<file path="config.mk">
export PLATFORM = sky130hd
export DESIGN_NAME = tl45_regfile_sb
export DESIGN_NICKNAME = d
export VERILOG_FILES = /design/src/rtl/tl45_rf_pkg.sv /design/src/rtl/tl45_rf_scoreboard.sv /design/src/rtl/tl45_regfile_sb.sv
export SDC_FILE = /design/constraint.sdc
export NUM_CORES = 1
export LEC_CHECK = 0
export ABC_AREA = 1
export BUFFER_PORTS_ARGS = -buffer_cell sky130_fd_sc_hd__buf_2
export CAP_MARGIN = 20
export CORE_UTILIZATION = 30
export CTS_CLUSTER_SIZE = 16
export DETAILED_ROUTE_END_ITERATION = 7
export PLACE_DENSITY = 0.54
export SLEW_MARGIN = 5
export SYNTH_ARGS = -nofsm -noshare
export SYNTH_HDL_FRONTEND = slang
export SYNTH_SLANG_ARGS = --single-unit
</file>
<file path="constraint.sdc">
create_clock -name clk -period 2.95 [get_ports clk]
set_clock_uncertainty 0.1 [all_clocks]
set_input_delay 0.4425 -clock clk [delete_from_list [all_inputs] [get_ports clk]]
set_output_delay 0.4425 -clock clk [all_outputs]
set_load 0.05 [all_outputs]
</file>
<file path="src/rtl/tl45_rf_pkg.sv">
// rtl/tl45_rf_pkg.sv - shared types and constants for the tl45 register file
package tl45_rf_pkg;

  localparam int RF_ADDR_W   = 4;
  localparam int RF_DATA_W   = 32;
  localparam int RF_ZERO_REG = 0;

  typedef logic [RF_ADDR_W-1:0] rf_addr_t;
  typedef logic [RF_DATA_W-1:0] rf_data_t;

  function automatic int rf_nregs(input int addr_w);
    return 1 << addr_w;
  endfunction

endpackage

</file>
<file path="src/rtl/tl45_rf_scoreboard.sv">
// rtl/tl45_rf_scoreboard.sv - per-register pending-write bits, claim arbitration and pending count
module tl45_rf_scoreboard
  import tl45_rf_pkg::*;
#(
  parameter int ADDR_W = 4
) (
  input  logic                    clk,
  input  logic                    reset,
  input  logic                    claim_en,
  input  logic [ADDR_W-1:0]       claim_addr,
  input  logic                    wr_en,
  input  logic [ADDR_W-1:0]       wr_addr,
  input  logic                    flush,
  output logic                    claim_ok,
  output logic [(1<<ADDR_W)-1:0]  busy_vec,
  output logic [ADDR_W:0]         pending_cnt
);

  localparam int NREGS = rf_nregs(ADDR_W);
  localparam logic [ADDR_W-1:0] ZERO = ADDR_W'(RF_ZERO_REG);

  logic [NREGS-1:0] busy_q, busy_d;
  logic [ADDR_W:0]  pending_cnt_q, pending_cnt_d;
  logic             wr_live, claim_live, inc, dec;

  always_comb begin
    wr_live    = wr_en && (wr_addr != ZERO);
    claim_ok   = reset && claim_en && !flush &&
                 ((claim_addr == ZERO) || !busy_q[claim_addr] ||
                  (wr_en && (wr_addr == claim_addr)));
    claim_live = claim_ok && (claim_addr != ZERO);
    // a write+claim on the same busy register leaves the bit set, so neither counts
    inc = claim_live && !busy_q[claim_addr];
    dec = wr_live && busy_q[wr_addr] && !(claim_live && (claim_addr == wr_addr));

    busy_d = busy_q;
    if (wr_live)    busy_d[wr_addr]    = 1'b0;
    if (claim_live) busy_d[claim_addr] = 1'b1;
    pending_cnt_d = pending_cnt_q + {{ADDR_W{1'b0}}, inc} - {{ADDR_W{1'b0}}, dec};
    if (flush) begin
      busy_d        = '0;
      pending_cnt_d = '0;
    end
    busy_d[0] = 1'b0;
  end

  always_ff @(posedge clk or negedge reset) begin
    if (!reset) begin
      busy_q        <= '0;
      pending_cnt_q <= '0;
    end else begin
      busy_q        <= busy_d;
      pending_cnt_q <= pending_cnt_d;
    end
  end

  assign busy_vec    = busy_q;
  assign pending_cnt = pending_cnt_q;

endmodule

</file>
<file path="src/rtl/tl45_regfile_sb.sv">
// rtl/tl45_regfile_sb.sv - multi-read-port register file with write bypass and integrated scoreboard
module tl45_regfile_sb
  import tl45_rf_pkg::*;
#(
  parameter int DATA_W = 32,
  parameter int ADDR_W = 4,
  parameter int NREAD  = 2,
  parameter int BYPASS = 1
) (
  input  logic                      clk,
  input  logic                      reset,
  input  logic [NREAD*ADDR_W-1:0]   rd_addr,
  output logic [NREAD*DATA_W-1:0]   rd_data,
  output logic [NREAD-1:0]          rd_busy,
  input  logic                      wr_en,
  input  logic [ADDR_W-1:0]         wr_addr,
  input  logic [DATA_W-1:0]         wr_data,
  input  logic                      claim_en,
  input  logic [ADDR_W-1:0]         claim_addr,
  output logic                      claim_ok,
  input  logic                      flush,
  output logic [(1<<ADDR_W)-1:0]    busy_vec,
  output logic [ADDR_W:0]           pending_cnt
);

  localparam int NREGS = rf_nregs(ADDR_W);
  localparam logic [ADDR_W-1:0] ZERO = ADDR_W'(RF_ZERO_REG);

  // flops rather than RAM: the whole array clears on async reset
  logic [DATA_W-1:0] regs_q [NREGS];
  logic [DATA_W-1:0] regs_d [NREGS];

  always_comb begin
    regs_d = regs_q;
    if (wr_en && (wr_addr != ZERO)) regs_d[wr_addr] = wr_data;
  end

  always_ff @(posedge clk or negedge reset) begin
    if (!reset) begin
      for (int i = 0; i < NREGS; i++) regs_q[i] <= '0;
    end else begin
      regs_q <= regs_d;
    end
  end

  for (genvar g = 0; g < NREAD; g++) begin : g_rd
    logic [ADDR_W-1:0] addr;
    logic              hit;

    assign addr = rd_addr[g*ADDR_W +: ADDR_W];
    assign hit  = (BYPASS != 0) && wr_en && (wr_addr == addr);
    assign rd_data[g*DATA_W +: DATA_W] = (addr == ZERO) ? '0 :
                                         hit            ? wr_data :
                                                          regs_q[addr];
    // a matching writeback in this cycle is already releasing the register
    assign rd_busy[g] = reset && busy_vec[addr] && !hit;
  end

  tl45_rf_scoreboard #(
    .ADDR_W(ADDR_W)
  ) u_sb (
    .clk         (clk),
    .reset       (reset),
    .claim_en    (claim_en),
    .claim_addr  (claim_addr),
    .wr_en       (wr_en),
    .wr_addr     (wr_addr),
    .flush       (flush),
    .claim_ok    (claim_ok),
    .busy_vec    (busy_vec),
    .pending_cnt (pending_cnt)
  );

endmodule
</file>
==> impl_metrics.csv, run 1 <==
group,metric,value,unit
setup_path,reg2reg_depth,19,
final_layout,multi_input_area,0.0137,mm2
run_status,violations,"hold timing",
synth,synthFlopType,"dfrtp_1",
die,ios,141,
placement,place_inst,5286,
timing,timing.final.hold_violations,10,
final_layout,syn_to_final_growth,18.9,%
die,dieArea,0.101,mm2
synth,syn_nets,4112,
power,p_leak,0.0158,uW
worst_hold_path,hp-class,"in -> async",
timing,fin_ws,0.0820,ns
clock_tree,post-cts-setup-buffers,0,
timing,slew_violations,0,
setup_path,worstPathArrival,2.33,ns
synth,yosys.area.top_type,"dfrtp_1",
final_layout,drive_gt1_share,12.2,%
timing,setup_tns,0,ns
timing,worstMarginPinSlew,0.974,ns
setup_path,worstSetupPathType,"in -> out",
clock_tree,clkLatencyLatePin,0.64,ns
global_routing,overflow,0,
power,power_density,659,mW/mm2
clock_tree,clock-sinks,532,
synth,syn_area,0.0299,mm2
setup_path,r2r-end,"u_sb.pending_cnt[4]$_DFF_PN0_",
timing,timing.hold.ws,-0.0289,ns
placement,place_hpwl,71.5,mm
setup_path,reg2reg_from,"u_sb.busy_vec[12]$_DFF_PN0_",
detailed_routing,drtIter0Drc,3372,
detailed_routing,drc,0,
final_layout,final_area,0.0355,mm2
timing,layout_min_cycle_time,2.87,ns
power,p_total,23400,uW
timing,post-route-period-util,97.2,%
final_layout,regArea,0.0133,mm2
clock_tree,clock_path_buffers,3,
setup_path,reg2reg_slack,0.19,ns
detailed_routing,drt_pass1_iterations,6,
synth,synth-warning-count,0,
setup_path,cp-end-kind,"output port",
timing,slew_headroom,35.1,%
placement,placed_area,0.0333,mm2
detailed_routing,wire_per_inst,21.9,um
global_routing,grt_pass1_wl,178,mm
clock_tree,htree_levels,3,
synth,ys_ff_latch,532,
placement,pre_cts_slack,-0.0887,ns
setup_path,worst_ep_required_time,2.41,ns
global_routing,antenna_found_initial,4,
run_status,status,"complete, but fails checks",
detailed_routing,ant_nets,0,
synth,synth_cell_types,41,
global_routing,grt_pass1_vias,27600,
timing,rsz0062_at_grt,"true",
synth,yosys-top-cells-area,"dfrtp_1 45%, o21ai_0 16%, nand2_1 9.2%, a21oi_1 6.7%, nand3_1 4.6%",
die,coreArea,0.0986,mm2
final_layout,antenna_cells,0,
synth,synth_most_common_cell,"o21ai_0",
clock_tree,cts_root_buf,"clkbuf_16",
synth,netlist_instances,4053,
global_routing,grt_use_total,23.0,%
synth,ys_top_cells_by_count,"926 x o21ai_0, 731 x nand2_1, 532 x dfrtp_1",
final_layout,finalNonFillerCells,5406,
synth,synthArstFlopShare,100,%
synth,ys_seq_area_share,44.6,%
power,ir_drop,0.335,mV
die,die_h,318,um
detailed_routing,via_per_inst,5.45,
clock_tree,cts_tree,"done",
die,fp-row-count,115,
timing,fmax,0.349,GHz
clock_tree,numCtsBuffers,67,
timing,setup_viol,0,
placement,gp_congestion,0.892,
global_routing,grt_max_degree,157,
setup_path,cp_max_fo,21,
clock_tree,path_clk_slew,0.06,ns
synth,yosys.area.top_type_share,44.6,%
synth,synth.avg_cell_area,7.37,um2
final_layout,n_fill_cell,10300,
die,initial_core_util,30.3,%
job,cap_violations,0,
setup_path,start_kind,"input port",
final_layout,fin_nets,4128,
detailed_routing,routed_wl,118,mm
synth,synth_edf_count,0,
placement,port_buffers,139,
detailed_routing,vias,29500,
die,die_w,318,um
worst max path at each step:
stage                           startpoint                             to  slack, ns  cells past startpoint
2_1_floorplan  u_sb.busy_vec[15]$_DFF_PN0_  u_sb.pending_cnt[4]$_DFF_PN0_       0.03                     16
4_1_cts         u_sb.busy_vec[9]$_DFF_PN0_                       claim_ok       0.02                     11
6_report                        rd_addr[0]                    rd_data[19]       0.08                     11
5_1_grt        u_sb.busy_vec[15]$_DFF_PN0_  u_sb.pending_cnt[4]$_DFF_PN0_      -0.04                     19
3_3_place_gp                 claim_addr[0]  u_sb.pending_cnt[4]$_DFF_PN0_      -0.07                     21
3_5_place_dp                 claim_addr[0]  u_sb.pending_cnt[4]$_DFF_PN0_      -0.09                     21
power by group:
group	switching, uW	internal [uW]	leakage, uW
Clock	3420	4970	0.00109
Sequential	794	8750	0.00666
Combinational	3580	1910	0.00801
Total	7800	15600	0.0158
what timing repair did:
item / CTS / global route
setup endpoints to repair: 1 / 6
resized for setup: 1 / 14
hold buffers: 1 / 0
hold endpoints to repair: 37 / 0
pin swaps: 0 / 5
cell families after synthesis:
logic type | count (synthesis) | share of synthesized area, %
DFF | 532 | 44.6
and+or+nand+nor | 1233 | 17.2
buffers and inverters | 721 | 10.1
xor gates and xnor gates | 8 | 0.235
AOI/OAI and AO/OA | 1552 | 27.7
adders and majority gates | 6 | 0.276
other | 1 | 0.0126
cell usage in the layout, fill, tap and decap left out, types with 11 or more instances in the layout:
master / n
nand4_1: 18
nor2_4: 11
a21oi_1: 401
nand3_1: 271
a31oi_1: 22
buf_12: 91
nand2_1: 725
buf_4: 136
clkbuf_1: 14
o211ai_1: 93
clkbuf_8: 14
inv_1: 315
clkbuf_16: 70
nor2_1: 179
o21ai_1: 44
o221ai_1: 50
dfrtp_1: 528
o21ai_0: 926
buf_2: 104
per-stage QoR:
step           util, %  hold WS (ns)
3_3_place_gp      33.8         0.265
4_1_cts           36.0        0.0214
2_1_floorplan        -        0.0469
6_report          36.0       -0.0289
3_5_place_dp      33.8         0.266
5_1_grt           36.0        0.0472
critical path, stage by stage:
cell and delay, ns:
buf_6 0.22, inv_6 0.13, o22ai_1 0.16, a21oi_1 0.06
nand4_1 0.14, buf_12 0.24, buf_12 0.20, nand3_1 0.11
nor2_1 0.27, nor2_1 0.07, buf_2 0.22
sequential cells by signal, indices dropped and copies added, names as in the netlist:
| register | count |
|---|---|
| regs_q | 512 |
| u_sb.pending_cnt | 5 |
| u_sb.busy_vec | 15 |
routing by layer:
layer | up-vias | global-route usage [%] | wire length [um]
li1 | 13800 | - | -
met1 | 14100 | 33.1 | 53500
met2 | 1359 | 34.9 | 51400
met3 | 235 | 3.57 | 9880
met4 | 4 | 7.92 | 3320
met5 | - | 0 | 23
cell type report:
| type | count | share of cell area, % |
|---|---|---|
| clock buffers | 98 | 5.62 |
| clock inverters | 21 | 0.630 |
| inverters | 329 | 3.53 |
| multi-input cells | 2800 | 38.5 |
| flip-flops and latches | 532 | 37.5 |
| well taps | 1287 | 4.53 |
| repair buffers | 339 | 9.70 |
Power figures use the tool's default switching activity.
==> run 2: changes to the inputs <==
- RECOVER_POWER: default -> 100
==> impl_metrics.csv, run 2 (synthesized netlist as in run 1, its figures left out) <==
group,metric,value,unit
run_status,status,"complete, but fails checks",
run_status,violations,"hold timing, capacitance limit, slew limit",
placement,place_inst,5286,
clock_tree,htree_levels,3,
die,dieArea,0.101,mm2
final_layout,layout_commonest_cell,"o21ai_0",
setup_path,cp-end-kind,"output port",
die,ios,141,
power,p_leak,0.0156,uW
detailed_routing,wire_per_inst,21.9,um
power,power_switching,7790,uW
final_layout,syn_to_final_growth,17.6,%
power,cellInternalPower,15600,uW
clock_tree,numCtsBuffers,67,
placement,place_hpwl,71.5,mm
timing,layout_min_cycle_time,2.87,ns
setup_path,cp_max_fo,21,
die,initial_core_util,30.3,%
global_routing,grt_pass1_vias,27600,
clock_tree,path_clk_slew,0.06,ns
detailed_routing,wl_met3,9.62,mm
timing,post-route-period-util,97.3,%
power,power_density,666,mW/mm2
final_layout,regArea,0.0133,mm2
power,combPwrFrac,23.3,%
die,fp-row-count,115,
detailed_routing,highest_layer,"met5",
detailed_routing,wl_met1,53.7,mm
power,p_seq_share,40.8,%
final_layout,finalNonFillerCells,5407,
timing,slew_headroom,-33.9,%
die,die_w,318,um
clock_tree,post-cts-setup-buffers,0,
timing,fmax,0.348,GHz
detailed_routing,via_per_inst,5.45,
placement,gp_congestion,0.892,
timing,timing.final.hold_violations,10,
power,p_total,23400,uW
clock_tree,cts_tree,"done",
timing,worstMarginPinSlew,2.01,ns
placement,port_buffers,139,
final_layout,drive_gt1_share,11.3,%
final_layout,layout_common_cells,"944 x o21ai_0, 729 x nand2_1, 528 x dfrtp_1, 401 x a21oi_1, 319 x inv_1",
final_layout,fin_nets,4128,
detailed_routing,ant_nets,0,
detailed_routing,route.met2.wl,51.6,mm
timing,timing.hold.ws,-0.0105,ns
setup_path,worstPathArrival,2.33,ns
timing,rsz0062_at_grt,"true",
die,die_h,318,um
global_routing,grt_use_total,23.0,%
setup_path,worst_ep_required_time,2.41,ns
final_layout,multi_input_area,0.0136,mm2
timing,setup_viol,0,
detailed_routing,drt_pass1_iterations,7,
final_layout,final_area,0.0351,mm2
placement,placed_area,0.0333,mm2
timing,slew_violations,520,
global_routing,grt_max_degree,157,
setup_path,worstSetupPathType,"in -> out",
final_layout,largest_register_ffs,512,
setup_path,start_kind,"input port",
detailed_routing,routed_wl,118,mm
final_layout,n_fill_cell,10400,
timing,setup_tns,0,ns
global_routing,antenna_found_initial,4,
die,coreArea,0.0986,mm2
global_routing,overflow,0,
power,ir_drop,0.332,mV
power,switching_share,33.3,%
global_routing,grt_pass1_wl,178,mm
clock_tree,cts_root_buf,"clkbuf_16",
worst_hold_path,hp-class,"in -> async",
job,cap_violations,8,
clock_tree,clock-sinks,532,
detailed_routing,vias,29500,
detailed_routing,drtIter0Drc,3335,
clock_tree,clkLatencyLatePin,0.64,ns
power,power.share.clock,35.9,%
clock_tree,clock_path_buffers,3,
final_layout,largest_register,"regs_q",
detailed_routing,drc,0,
-- run 2: cell types whose count changed in the layout (fill, tap and decap cells not counted), moves of 5 or more --
cell and change:
buf_12 -18, buf_2 -9, buf_4 -12, clkbuf_1 +20
clkbuf_2 +14, clkbuf_4 +5, o21ai_0 +18, o21ai_1 -18
-- run 2: through the flow --
step                      setup WS [ns]  util (%)
after global placement          -0.0742      33.8
final                            0.0793      35.7
after floorplan                  0.0295         -
after CTS                        0.0187      36.0
after detailed placement        -0.0887      33.8
after global routing            -0.0382      35.7
-- run 2: final cells by class --
type	instances	area share [%]
Clock inverter	21	0.637
Inverter	329	3.57
Antenna cell	1	0.00712
Tap cell	1287	4.58
Sequential cell	532	37.9
Timing Repair Buffer	339	8.92
Clock buffer	98	5.68
Multi-Input combinational cell	2800	38.7
-- run 2: critical path, cell delays in order --
cell and delay (ns):
buf_6 0.21, inv_6 0.13, o22ai_1 0.16, a21oi_1 0.05, nand4_1 0.14, buf_12 0.24
buf_12 0.20, nand3_1 0.12, nor2_1 0.27, nor2_1 0.07, buf_2 0.22
-- run 2: per-layer routing --
metal,vias to the layer above,GRT usage (%)
met2,1350,34.9
met3,248,3.57
met5,-,0
met1,14100,33.1
met4,4,7.92
li1,13700,-
-- run 2: path summary, 6_finish.rpt --
| kind | startpoint | end | slack, ns | cells after the start |
|---|---|---|---|---|
| setup / recovery | rd_addr[0] | rd_data[19] | 0.08 | 11 |
| hold / removal | reset | regs_q[152]$_DFFE_PN0P_ | -0.01 | 2 |
| setup reg to reg | u_sb.busy_vec[12]$_DFF_PN0_ | u_sb.pending_cnt[4]$_DFF_PN0_ | 0.19 | 19 |
| hold reg to reg | regs_q[481]$_DFFE_PN0P_ | regs_q[481]$_DFFE_PN0P_ | 0.28 | 0 |
| max in group asynchronous | reset | regs_q[86]$_DFFE_PN0P_ | 0.49 | 4 |
| min in group clk | wr_data[4] | regs_q[324]$_DFFE_PN0P_ | 0.05 | 3 |
-- run 2: power by group through the flow --
stage	Clock (uW)	Combinational, uW	Sequential [uW]
floorplan	0	3530	9470
global placement	0	5380	9600
detailed placement	0	5470	9620
CTS	8550	5480	9510
global route	8830	6070	9720
finish	8400	5460	9550
-- run 2: repair_timing --
action / CTS / global route
endpoints found under the hold margin: 37 / 0
pin swaps: 0 / 5
hold buffers: 1 / 0
gates resized for setup: 1 / 14
setup endpoints to repair: 1 / 6
